### src/rtl/dac_tx_pkg.sv
// Shared constants for the serial DAC transmitter: default geometry and FSM state encoding.
package dac_tx_pkg;

  localparam int DEF_WIDTH      = 24;
  localparam int DEF_CLK_DIV    = 4;
  localparam int DEF_GAP_BITS   = 8;
  localparam int DEF_FIFO_DEPTH = 4;

  localparam logic [1:0] ST_IDLE  = 2'd0;
  localparam logic [1:0] ST_LOAD  = 2'd1;
  localparam logic [1:0] ST_SHIFT = 2'd2;
  localparam logic [1:0] ST_GAP   = 2'd3;

endpackage

### src/rtl/dac_serial_tx_if.sv
// Sample input handshake of the serial DAC transmitter (valid/ready, ready = FIFO not full).
interface dac_serial_tx_if
  import dac_tx_pkg::*;
#(
  parameter int WIDTH = DEF_WIDTH
) ();

  logic [WIDTH-1:0] in_sample;
  logic             in_valid;
  logic             in_ready;

  modport master (output in_sample, output in_valid, input  in_ready);
  modport slave  (input  in_sample, input  in_valid, output in_ready);

endinterface

### src/rtl/sample_fifo.sv
// Show-ahead sample FIFO; pointers carry one extra wrap bit to tell full from empty.
module sample_fifo
  import dac_tx_pkg::*;
#(
  parameter int WIDTH = DEF_WIDTH,
  parameter int DEPTH = DEF_FIFO_DEPTH
) (
  input  logic             clk,
  input  logic             rst_n,
  input  logic             push,
  input  logic [WIDTH-1:0] push_data,
  input  logic             pop,
  output logic [WIDTH-1:0] head,
  output logic             full,
  output logic             empty
);

  localparam int AW = $clog2(DEPTH);

  logic [AW:0]      wr_ptr_q, wr_ptr_d;
  logic [AW:0]      rd_ptr_q, rd_ptr_d;
  logic [WIDTH-1:0] mem_q [DEPTH];
  logic             do_push, do_pop;

  assign empty   = (wr_ptr_q == rd_ptr_q);
  assign full    = (wr_ptr_q[AW] != rd_ptr_q[AW]) && (wr_ptr_q[AW-1:0] == rd_ptr_q[AW-1:0]);
  assign do_push = push && !full;
  assign do_pop  = pop && !empty;
  assign head    = mem_q[rd_ptr_q[AW-1:0]];

  // NOTE: always_comb uses blocking '=' and assigns every output on every path, so no latch can form.
  always_comb begin
    wr_ptr_d = wr_ptr_q + {{AW{1'b0}}, do_push};
    rd_ptr_d = rd_ptr_q + {{AW{1'b0}}, do_pop};
  end

  // NOTE: flops use non-blocking '<=' so every update samples pre-edge values.
  always_ff @(posedge clk or negedge rst_n) begin
    if (!rst_n) begin
      wr_ptr_q <= '0;
      rd_ptr_q <= '0;
    end else begin
      wr_ptr_q <= wr_ptr_d;
      rd_ptr_q <= rd_ptr_d;
    end
  end

  // NOTE: storage has no reset; equal pointers already mark every entry as invalid.
  always_ff @(posedge clk) begin
    if (do_push) mem_q[wr_ptr_q[AW-1:0]] <= push_data;
  end

endmodule

### src/rtl/dac_serial_tx.sv
// Serial DAC transmitter: FIFO-buffered samples sent MSB first with sclk/fs and an idle gap.
// Define DAC_SERIAL_TX_HOLD_EN to repeat the last loaded sample on underflow instead of zeros.
module dac_serial_tx
  import dac_tx_pkg::*;
#(
  parameter int WIDTH      = DEF_WIDTH,
  parameter int CLK_DIV    = DEF_CLK_DIV,
  parameter int GAP_BITS   = DEF_GAP_BITS,
  parameter int FIFO_DEPTH = DEF_FIFO_DEPTH
) (
  input  logic            clk,
  input  logic            rst_n,
  input  logic            en,
  dac_serial_tx_if.slave  in_if,
  output logic            sclk,
  output logic            sdata,
  output logic            fs,
  output logic            underflow,
  output logic            busy
);

  localparam int PH_W = $clog2(2 * CLK_DIV);
  localparam int BC_W = $clog2(((WIDTH > GAP_BITS) ? WIDTH : GAP_BITS) + 1);
  localparam logic [PH_W-1:0] PH_LAST = PH_W'(2 * CLK_DIV - 1);
  localparam logic [PH_W-1:0] PH_HALF = PH_W'(CLK_DIV);

  logic [1:0]       state_q, state_d;
  logic [PH_W-1:0]  ph_q, ph_d;
  logic [BC_W-1:0]  bit_q, bit_d;
  logic [WIDTH-1:0] shift_q, shift_d;
  logic             sdata_q, sdata_d;
  logic             fs_q, fs_d;
  logic             sclk_q, sclk_d;
  logic             underflow_q, underflow_d;
  logic             bit_end;
  logic             fifo_pop, fifo_full, fifo_empty;
  logic [WIDTH-1:0] fifo_head;
  logic [WIDTH-1:0] uf_value;

  sample_fifo #(.WIDTH(WIDTH), .DEPTH(FIFO_DEPTH)) u_fifo (
    .clk       (clk),
    .rst_n     (rst_n),
    .push      (in_if.in_valid),
    .push_data (in_if.in_sample),
    .pop       (fifo_pop),
    .head      (fifo_head),
    .full      (fifo_full),
    .empty     (fifo_empty)
  );

  assign in_if.in_ready = !fifo_full;

`ifdef DAC_SERIAL_TX_HOLD_EN
  logic [WIDTH-1:0] last_q, last_d;
  assign last_d   = (state_q == ST_LOAD) ? shift_d : last_q;
  assign uf_value = last_q;
  always_ff @(posedge clk or negedge rst_n) begin
    if (!rst_n) last_q <= '0;
    else        last_q <= last_d;
  end
`else
  assign uf_value = '0;
`endif

  always_comb begin
    state_d     = state_q;
    ph_d        = ph_q;
    bit_d       = bit_q;
    shift_d     = shift_q;
    sdata_d     = sdata_q;
    fs_d        = fs_q;
    underflow_d = 1'b0;
    fifo_pop    = 1'b0;
    bit_end     = (ph_q == PH_LAST);
    case (state_q)
      ST_IDLE: begin
        ph_d    = '0;
        bit_d   = '0;
        sdata_d = 1'b0;
        fs_d    = 1'b0;
        if (en && !fifo_empty) state_d = ST_LOAD;
      end
      ST_LOAD: begin
        // The pop decision sees the FIFO before any same-edge push lands.
        fifo_pop    = !fifo_empty;
        underflow_d = fifo_empty;
        shift_d     = fifo_empty ? uf_value : fifo_head;
        sdata_d     = shift_d[WIDTH-1];
        fs_d        = 1'b1;
        ph_d        = '0;
        bit_d       = '0;
        state_d     = ST_SHIFT;
      end
      ST_SHIFT: begin
        ph_d = bit_end ? '0 : ph_q + 1'b1;
        if (bit_end) begin
          fs_d = 1'b0;
          if (bit_q == BC_W'(WIDTH - 1)) begin
            state_d = ST_GAP;
            bit_d   = '0;
            sdata_d = 1'b0;
          end else begin
            bit_d   = bit_q + 1'b1;
            shift_d = shift_q << 1;
            sdata_d = shift_d[WIDTH-1];
          end
        end
      end
      ST_GAP: begin
        ph_d = bit_end ? '0 : ph_q + 1'b1;
        if (bit_end) begin
          if (bit_q == BC_W'(GAP_BITS - 1)) begin
            bit_d   = '0;
            state_d = en ? ST_LOAD : ST_IDLE;
          end else begin
            bit_d = bit_q + 1'b1;
          end
        end
      end
      default: state_d = ST_IDLE;
    endcase
    // sclk is registered from the next phase so it is glitch-free and aligned with sdata.
    sclk_d = ((state_d == ST_SHIFT) || (state_d == ST_GAP)) && (ph_d >= PH_HALF);
  end

  always_ff @(posedge clk or negedge rst_n) begin
    if (!rst_n) begin
      state_q     <= ST_IDLE;
      ph_q        <= '0;
      bit_q       <= '0;
      shift_q     <= '0;
      sdata_q     <= 1'b0;
      fs_q        <= 1'b0;
      sclk_q      <= 1'b0;
      underflow_q <= 1'b0;
    end else begin
      state_q     <= state_d;
      ph_q        <= ph_d;
      bit_q       <= bit_d;
      shift_q     <= shift_d;
      sdata_q     <= sdata_d;
      fs_q        <= fs_d;
      sclk_q      <= sclk_d;
      underflow_q <= underflow_d;
    end
  end

  assign sclk      = sclk_q;
  assign sdata     = sdata_q;
  assign fs        = fs_q;
  assign underflow = underflow_q;
  assign busy      = (state_q != ST_IDLE);

endmodule

### src/flat_wrapper.sv
// flat-port wrapper written by rule: the top's interface ports become plain ports
module dac_serial_tx_flat import dac_tx_pkg::*;
#(
  parameter int WIDTH      = DEF_WIDTH,
  parameter int CLK_DIV    = DEF_CLK_DIV,
  parameter int GAP_BITS   = DEF_GAP_BITS,
  parameter int FIFO_DEPTH = DEF_FIFO_DEPTH
)
  (clk, rst_n, en, sclk, sdata, fs, underflow, busy, in_if_in_sample, in_if_in_valid, in_if_in_ready);
  dac_serial_tx_if #(.WIDTH(WIDTH)) in_if_i ();
  input  logic clk;
  input  logic rst_n;
  input  logic en;
  output logic sclk;
  output logic sdata;
  output logic fs;
  output logic underflow;
  output logic busy;
  input wire logic [$bits(in_if_i.in_sample)-1:0] in_if_in_sample;
  input wire logic [$bits(in_if_i.in_valid)-1:0] in_if_in_valid;
  output wire logic [$bits(in_if_i.in_ready)-1:0] in_if_in_ready;
  assign in_if_i.in_sample = in_if_in_sample;
  assign in_if_i.in_valid = in_if_in_valid;
  assign in_if_in_ready = in_if_i.in_ready;
  dac_serial_tx #(.WIDTH(WIDTH), .CLK_DIV(CLK_DIV), .GAP_BITS(GAP_BITS), .FIFO_DEPTH(FIFO_DEPTH)) u_core (.clk(clk), .rst_n(rst_n), .en(en), .in_if(in_if_i), .sclk(sclk), .sdata(sdata), .fs(fs), .underflow(underflow), .busy(busy));
endmodule
### config.mk
export PLATFORM = sky130hd
export DESIGN_NAME = dac_serial_tx_flat
export DESIGN_NICKNAME = d
export VERILOG_FILES = /design/src/rtl/dac_tx_pkg.sv /design/src/rtl/dac_serial_tx_if.sv /design/src/rtl/sample_fifo.sv /design/src/rtl/dac_serial_tx.sv /design/src/flat_wrapper.sv
export SDC_FILE = /design/constraint.sdc
export NUM_CORES = 1
export LEC_CHECK = 0
export CELL_PAD_IN_SITES_DETAIL_PLACEMENT = 1
export CELL_PAD_IN_SITES_GLOBAL_PLACEMENT = 2
export CORE_AREA = 4 4 121 147
export CTS_CLUSTER_DIAMETER = 120
export DETAILED_ROUTE_END_ITERATION = 10
export DIE_AREA = 0 0 125 151
export PLACE_DENSITY_LB_ADDON = 0.1
export SLEW_MARGIN = 20
export SYNTH_ARGS = -nofsm -noshare
export SYNTH_HDL_FRONTEND = slang
export SYNTH_SLANG_ARGS = --single-unit
### constraint.sdc
create_clock -name clk -period 9.6 [get_ports clk]
set_clock_uncertainty 0.2 [all_clocks]
set_input_delay 1.44 -clock clk [delete_from_list [all_inputs] [get_ports clk]]
set_output_delay 1.44 -clock clk [all_outputs]
set_load 0.03 [all_outputs]
==> results.py, run 1 <==
metrics = {
    "run_status": {
        "outcome": "finished, final reports clean",
    },
    "clocking": {
        "worst_skew_pair.late_latency_ns": 0.41,
        "cts_resized": 0,
        "cts_htree_levels": 4,
        "clock_sinks": 139,
        "cts_hold_buf": 0,
        "cts_root_buf": "clkbuf_16",
        "clkTransAtPathRegs_ns": 0.06,
        "cts_tree": "done",
        "cts_made_buffers": 17,
        "postCtsSetupBuffers": 0,
        "clk_path_buf_depth": 2,
    },
    "worst_setup_path": {
        "critPathMaxStageDelay_ns": 0.68,
        "cp_top_family": "buffers and inverters",
        "worstSetupStartpointType": "flip-flop",
        "cp_max_fo": 26,
        "crit_buf_inv": 2,
        "critPathRequiredTime_ns": 7.96,
        "slowest_stage": "clkdlybuf4s50_1",
        "crit_chain": "buf_4, xnor2_2, nand3b_1, clkdlybuf4s50_1",
        "cp.arrival_ns": 2.23,
        "rrSetupSlack_ns": 7.13,
        "crit_type": "reg2out",
        "cp-end-kind": "output pin",
    },
    "logic_synthesis": {
        "synth_edf_count": 96,
        "ys_ff_latch": 139,
        "yosysTopAreaCell": "edfxtp_1",
        "synthTopCellsByArea": "edfxtp_1, dfrtp_1, mux4_2",
        "async_flop_share_pct": 30.9,
        "synth.distinct_cells": 41,
        "synth_ff_type": "edfxtp_1",
        "yosysMostFrequentCell": "edfxtp_1",
        "syn_area_um2": 5640,
        "ys_top_cells_by_count": "edfxtp_1, dfrtp_1, nor2_1",
        "yosysWarnings": 0,
        "synth_top_area_share_pct": 51.1,
        "syn-num-nets": 373,
        "synthCells": 333,
        "avgSynthCellArea_um2": 16.9,
        "yosysSeqAreaShare_pct": 70.2,
    },
    "pwr": {
        "ir_drop_mv": 0.122,
        "power.leakage_nw": 2.43,
        "finalPower_mw": 1.55,
        "power_density_nw_per_um2": 229,
    },
    "floorplanning": {
        "fp-row-count": 52,
        "die_w_um": 125,
        "initial_core_util_pct": 34.1,
        "die-area_um2": 18900,
        "core_area_um2": 16500,
        "fp.dieH_um": 151,
        "ios": 34,
    },
    "placement": {
        "dpl_worst_slack_ns": 6.09,
        "dpl.hpwl_mm": 6.72,
        "gp_congestion": 0.679,
        "io_buffers": 33,
    },
    "grt": {
        "grt_pass1_vias": 3320,
        "gr-total-overflow": 0,
        "grt_pass1_wl_mm": 18.2,
        "antenna_found_initial": 0,
        "grt_max_degree": 47,
        "grt.total_usage_pct": 12.7,
    },
    "min_path": {
        "hold_path.class": "reg2reg",
    },
    "final_layout": {
        "fill_cells": 1663,
        "fin_nets": 416,
        "area_growth_pct": 20.2,
        "drive_gt1_share_pct": 18.0,
        "final_core_util_pct": 41.0,
        "antenna_cells": 0,
    },
    "timing": {
        "worst_pin_slew_ns": 1.01,
        "rsz0062_at_grt": "false",
        "worst_slack_ns": 5.73,
        "holdWs_ns": 0.245,
        "slew_violations": 0,
        "relSlewSlack_pct": 32.6,
        "finalSetupViolCount": 0,
        "period_minus_slack_ns": 3.87,
        "fin_crit_sh_pct": 40.3,
        "max_freq_mhz": 258,
        "finalHoldViolCount": 0,
        "fin_tns_setup_ns": 0,
    },
    "routing": {
        "vias": 2960,
        "wl_per_cell_um": 18.3,
        "finalWirelength_mm": 11.0,
        "first_pass_iters": 4,
        "drc": 0,
        "ant_nets": 0,
        "drt-vias-per-instance": 4.89,
        "initialDrtViolationCount": 116,
    },
    "flow_run": {
        "maxCapViolations": 0,
    },
}
[worst paths after layout]
kind | startpoint | to | depth (start not counted)
setup / recovery | u_core.u_fifo.rd_ptr_q[0] | in_if_in_ready | 4
hold reg to reg | u_core.ph_q[0] | u_core.ph_q[0] | 1
setup reg to reg | u_core.u_fifo.rd_ptr_q[0] | u_core.u_fifo.mem_q[3][3] | 7
max in group asynchronous | rst_n | u_core.shift_q[12] | 2
min in group asynchronous | rst_n | u_core.underflow | 2
hold / removal | u_core.ph_q[0] | u_core.ph_q[0] | 1
[power breakdown]
group          switching, mW  total, mW  internal (mW)
Combinational         0.0926      0.147         0.0547
Sequential            0.0265      0.767          0.740
Clock                  0.241      0.636          0.395
Total                  0.360       1.55           1.19
[layout by cell type (no fill, tap or decap), types with 8 or more instances in the layout]
cell type,netlist,final
edfxtp_1,96,96
dfrtp_1,43,43
a21oi_1,29,29
clkdlybuf4s50_1,0,32
a22oi_1,20,20
buf_4,1,8
inv_1,8,8
nor2_1,32,32
ha_1,12,12
clkbuf_16,0,17
mux4_2,20,20
[state kept, by name, summed over array words and instances (netlist names), 2 cells and up]
register,flops
u_core.ph_q,3
u_core.u_fifo.rd_ptr_q,3
u_core.u_fifo.wr_ptr_q,3
u_core.state_q,2
u_core.u_fifo.mem_q,96
u_core.shift_q,23
u_core.bit_q,5
[layer usage]
layer | vias to the layer above | part of all wire (%) | GRT usage [%]
li1 | 1381 | - | -
met1 | 1534 | 40 | 14.2
met2 | 36 | 56 | 23.5
met3 | 9 | 2.5 | 3.00
met4 | 0 | 1.2 | 4.88
met5 | - | 0 | 0
[per-stage QoR]
| step | cells | area [um^2] |
|---|---|---|
| 3_5_place_dp | 573 | 6200 |
| 3_3_place_gp | 573 | 6200 |
| 4_1_cts | 605 | 6780 |
| 2_1_floorplan | 333 | 5640 |
| 5_1_grt | 605 | 6780 |
| 6_report | 605 | 6780 |
[cell families (layout without fill, tap and decap cells)]
logic type,after synthesis,after routing,synth area share (%)
AOI/OAI and AO/OA,64,64,7.72
DFF,139,139,70.2
muxes,26,26,10.3
xor gates and xnor gates,7,7,1.35
and+or+nand+nor,60,60,5.08
buffers and inverters,25,81,2.69
adders and majority gates,12,12,2.66
[area by class of cell]
cell class	count	area (um^2)	area share (%)
inverter	8	30.0	0.443
sequential	139	3960	58.4
multi-input combinational	169	1550	22.9
clock inverter	11	119	1.75
tap	216	270	3.99
clock buffer	21	460	6.79
timing repair buffer	41	385	5.69
(Power assumes the default switching activity.)
==> run 2: changes to the inputs <==
==> constraint.sdc (replaced) <==
create_clock -name clk -period 4 [get_ports clk]
set_clock_uncertainty 0.2 [all_clocks]
set_input_delay 0.6 -clock clk [delete_from_list [all_inputs] [get_ports clk]]
set_output_delay 0.6 -clock clk [all_outputs]
set_load 0.03 [all_outputs]
==> results.py, run 2 (same netlist as run 1, synthesis figures left out) <==
metrics = {
    "timing": {
        "slew_violations": 0,
        "worst_pin_slew_ns": 1.07,
        "relSlewSlack_pct": 28.8,
        "rsz0062_at_grt": "false",
        "finalSetupViolCount": 0,
        "fin_tns_setup_ns": 0,
        "period_minus_slack_ns": 2.94,
        "max_freq_mhz": 340,
        "finalHoldViolCount": 0,
        "fin_crit_sh_pct": 73.4,
    },
    "clocking": {
        "cts_htree_levels": 4,
        "cts_resized": 0,
        "cts_tree": "done",
        "clk_path_buf_depth": 2,
        "cts_made_buffers": 17,
        "postCtsSetupBuffers": 0,
        "clkTransAtPathRegs_ns": 0.06,
        "cts_root_buf": "clkbuf_16",
        "clock_sinks": 139,
        "cts_hold_buf": 0,
        "worst_skew_pair.late_latency_ns": 0.41,
    },
    "worst_setup_path": {
        "crit_path_start": "u_core.u_fifo.rd_ptr_q[2]",
        "worstSetupStartpointType": "flip-flop",
        "cp_max_fo": 4,
        "cp.arrival_ns": 2.14,
        "critPathRequiredTime_ns": 3.20,
        "cp-end-kind": "output pin",
        "worstReg2RegStart": "u_core.u_fifo.rd_ptr_q[2]",
        "crit_type": "reg2out",
    },
    "grt": {
        "grt_pass1_wl_mm": 19.0,
        "grt.total_usage_pct": 13.3,
        "antenna_found_initial": 0,
        "grt_pass1_vias": 3463,
        "gr-total-overflow": 0,
        "grt_max_degree": 47,
    },
    "final_layout": {
        "fin_nets": 416,
        "stdcell_count": 605,
        "largest_reg_flops": 96,
        "final_core_util_pct": 40.7,
        "multiInputGateArea_um2": 1550,
        "drive_gt1_share_pct": 17.5,
        "regArea_um2": 3960,
        "fill_cells": 1686,
        "layout_commonest_cell": "edfxtp_1",
        "area_growth_pct": 19.4,
        "final_cell_mix": "edfxtp_1, dfrtp_1, nor2_1, clkdlybuf4s50_1, a21oi_1",
        "antenna_cells": 0,
        "final_area_um2": 6730,
    },
    "placement": {
        "io_buffers": 33,
        "dp_cells": 573,
        "dpl.hpwl_mm": 6.80,
        "gp_congestion": 0.711,
        "place_area_um2": 6200,
    },
    "routing": {
        "finalWirelength_mm": 11.6,
        "first_pass_iters": 4,
        "wl_per_cell_um": 19.2,
        "ant_nets": 0,
        "drc": 0,
        "vias": 2991,
        "drt-vias-per-instance": 4.94,
        "initialDrtViolationCount": 90,
    },
    "pwr": {
        "power_density_nw_per_um2": 538,
        "power.leakage_nw": 2.42,
        "finalPower_mw": 3.62,
        "p_int_mw": 2.77,
        "switching_share_pct": 23.6,
        "p_clk_share_pct": 39.2,
        "p_comb_share_pct": 10.0,
        "pwr-share-seq_pct": 50.8,
        "switching_power_uw": 854,
        "ir_drop_mv": 0.294,
    },
    "floorplanning": {
        "fp.dieH_um": 151,
        "core_area_um2": 16500,
        "die-area_um2": 18900,
        "die_w_um": 125,
        "initial_core_util_pct": 34.1,
        "ios": 34,
        "fp-row-count": 52,
    },
    "min_path": {
        "hold_path.class": "in2async",
    },
    "flow_run": {
        "maxCapViolations": 0,
    },
    "run_status": {
        "outcome": "finished, final reports clean",
    },
}
-- run 2: cell count changes in the layout (fill, tap and decap cells not counted), sizes merged --
cell      delta
clkinvlp     -2
clkinv       +3
bufinv       -1
inv          -1
clkbuf       +1
-- run 2: worst max-delay path: stages, from the launching register on --
cell and delay (ns):
dfrtp_1 0.40, xnor2_1 0.44, nand3b_1 0.20, clkdlybuf4s50_1 0.69
-- run 2: power by group through the flow --
stage | clock, mW | combinational, mW | sequential, mW
global route | 1.54 | 0.401 | 1.86
detailed placement | 0 | 0.372 | 1.87
global placement | 0 | 0.368 | 1.86
CTS | 1.47 | 0.376 | 1.84
floorplan | 0 | 0.207 | 1.85
finish | 1.42 | 0.361 | 1.84
-- run 2: layout make-up --
| cell class | instances | area share [%] |
|---|---|---|
| Clock inverter | 10 | 1.13 |
| Timing Repair Buffer | 41 | 5.73 |
| Inverter | 8 | 0.446 |
| Clock buffer | 22 | 6.75 |
| Multi-Input combinational cell | 169 | 23.1 |
| Sequential cell | 139 | 58.8 |
| Tap cell | 216 | 4.02 |
-- run 2: final timing paths --
kind	end	slack, ns	cells past startpoint
setup / recovery	in_if_in_ready	1.06	3
hold / removal	u_core.sdata	0.09	1
setup reg to reg	u_core.u_fifo.mem_q[3][8]	1.60	6
hold reg to reg	u_core.ph_q[0]	0.24	1
max in group asynchronous	u_core.ph_q[0]	2.81	2
min in group clk	u_core.ph_q[0]	0.24	1
-- run 2: metrics by stage --
stage               hold WS, ns  setup WS, ns
finish                   0.0924          1.06
global placement          0.244          1.51
global route              0.131         0.956
detailed placement        0.236          1.51
floorplan                 0.104         0.232
CTS                       0.118          1.03
-- run 2: layer usage --
layer / up-vias / GRT usage (%) / share of wire [%]
li1: 1383 / - / -
met5: - / 0 / 0
met2: 42 / 24.4 / 55
met4: 0 / 4.99 / 1.4
met3: 10 / 3.56 / 2.6
met1: 1556 / 14.8 / 41
==> run 3: changes to the inputs <==
==> constraint.sdc (replaced) <==
create_clock -name clk -period 3 [get_ports clk]
set_clock_uncertainty 0.2 [all_clocks]
set_input_delay 0.45 -clock clk [delete_from_list [all_inputs] [get_ports clk]]
set_output_delay 0.45 -clock clk [all_outputs]
set_load 0.03 [all_outputs]
==> results.py, run 3 (same netlist as run 1, synthesis figures left out) <==
metrics = {
    "clocking": {
        "cts_tree": "done",
        "cts_htree_levels": 4,
        "worst_skew_pair.late_latency_ns": 0.41,
        "clk_path_buf_depth": 2,
        "postCtsSetupBuffers": 0,
        "clkTransAtPathRegs_ns": 0.06,
        "clock_sinks": 139,
        "cts_made_buffers": 17,
        "cts_root_buf": "clkbuf_16",
    },
    "routing": {
        "wl_per_cell_um": 18.6,
        "first_pass_iters": 4,
        "drc": 0,
        "vias": 3025,
        "finalWirelength_mm": 11.3,
        "drt-vias-per-instance": 4.98,
        "ant_nets": 0,
        "initialDrtViolationCount": 128,
    },
    "worst_setup_path": {
        "rrSetupSlack_ns": 0.60,
        "worstSetupStartpointType": "flip-flop",
        "cp-end-kind": "output pin",
        "critPathRequiredTime_ns": 2.35,
        "cp.arrival_ns": 1.86,
        "crit_type": "reg2out",
        "cp_max_fo": 5,
    },
    "timing": {
        "worst_pin_slew_ns": 0.970,
        "relSlewSlack_pct": 35.2,
        "holdWs_ns": 0.230,
        "finalHoldViolCount": 0,
        "max_freq_mhz": 398,
        "rsz0062_at_grt": "false",
        "fin_crit_sh_pct": 83.8,
        "slew_violations": 0,
        "period_minus_slack_ns": 2.51,
        "finalSetupViolCount": 0,
        "fin_tns_setup_ns": 0,
    },
    "floorplanning": {
        "initial_core_util_pct": 34.1,
        "fp.dieH_um": 151,
        "fp-row-count": 52,
        "die_w_um": 125,
        "core_area_um2": 16500,
        "ios": 34,
        "die-area_um2": 18900,
    },
    "placement": {
        "io_buffers": 33,
        "gp_congestion": 0.714,
        "dp_cells": 574,
        "dpl.hpwl_mm": 6.85,
    },
    "run_status": {
        "outcome": "finished, final reports clean",
    },
    "final_layout": {
        "largest_reg_flops": 96,
        "multiInputGateArea_um2": 1550,
        "antenna_cells": 0,
        "layout_commonest_cell": "edfxtp_1",
        "final_cell_mix": "edfxtp_1, dfrtp_1, nor2_1",
        "stdcell_count": 607,
        "regArea_um2": 3960,
        "drive_gt1_share_pct": 18.9,
        "fill_cells": 1649,
        "fin_nets": 418,
        "area_growth_pct": 21.7,
    },
    "pwr": {
        "power.leakage_nw": 2.47,
        "power_density_nw_per_um2": 758,
        "ir_drop_mv": 0.349,
        "finalPower_mw": 5.20,
    },
    "min_path": {
        "hold_path.class": "reg2reg",
    },
    "flow_run": {
        "maxCapViolations": 0,
    },
    "grt": {
        "grt_pass1_wl_mm": 18.5,
        "grt.total_usage_pct": 13.0,
        "antenna_found_initial": 0,
        "grt_pass1_vias": 3428,
        "grt_max_degree": 47,
        "gr-total-overflow": 0,
    },
}
run 3: stage by stage:
stage          worst slack [ns]  utilization [%]  area, um^2
4_1_cts                   0.433             41.5        6860
5_1_grt                   0.374             41.5        6860
3_3_place_gp              0.543             37.5        6200
3_5_place_dp              0.530             37.5        6200
6_report                  0.486             41.5        6860
2_1_floorplan            -0.768                -        5640
run 3: critical path: stages (launching register included):
cell and delay, ns:
dfrtp_1 0.40, inv_1 0.13, ha_1 0.21, inv_1 0.06
clkdlybuf4s50_1 0.66
run 3: cell type report:
class / count / area share [%]
inverters: 8 / 0.438
flip-flops and latches: 139 / 57.7
repair buffers: 43 / 5.84
multi-input cells: 169 / 22.7
well taps: 216 / 3.94
clock inverters: 15 / 3.21
clock buffers: 17 / 6.20
run 3: path summary, 6_finish.rpt:
check                                          startpoint                          to  cells past startpoint
max in group asynchronous                           rst_n           u_core.shift_q[9]                      3
worst min register to register             u_core.ph_q[0]              u_core.ph_q[0]                      1
worst max-delay path                    u_core.state_q[1]                        busy                      4
worst max register to register  u_core.u_fifo.rd_ptr_q[2]  u_core.u_fifo.mem_q[3][10]                      6
worst min-delay path                       u_core.ph_q[0]              u_core.ph_q[0]                      1
min in group asynchronous                           rst_n   u_core.u_fifo.wr_ptr_q[2]                      2
run 3: per-layer routing:
metal,share of wire [%],track usage (%),vias up,wire length [um]
met4,2.0,5.59,0,231
met3,2.9,3.74,18,324
li1,-,-,1395,-
met1,42,14.5,1564,4760
met2,53,23.3,48,5960
met5,0,0,-,0
run 3: power by group:
| group | internal [mW] | leakage [nW] | switching [mW] | total (mW) |
|---|---|---|---|---|
| registers | 2.37 | 1.45 | 0.0824 | 2.45 |
| logic | 0.174 | 0.708 | 0.307 | 0.481 |
| clock network | 1.47 | 0.303 | 0.798 | 2.27 |
| total | 4.02 | 2.47 | 1.19 | 5.20 |
run 3: repair_timing:
action | 4_1_cts | 5_1_grt
endpoints found under the hold margin | 21 | 0
hold buffers | 1 | 0
endpoints found under the setup margin | 0 | 0
resized for setup | 0 | 0
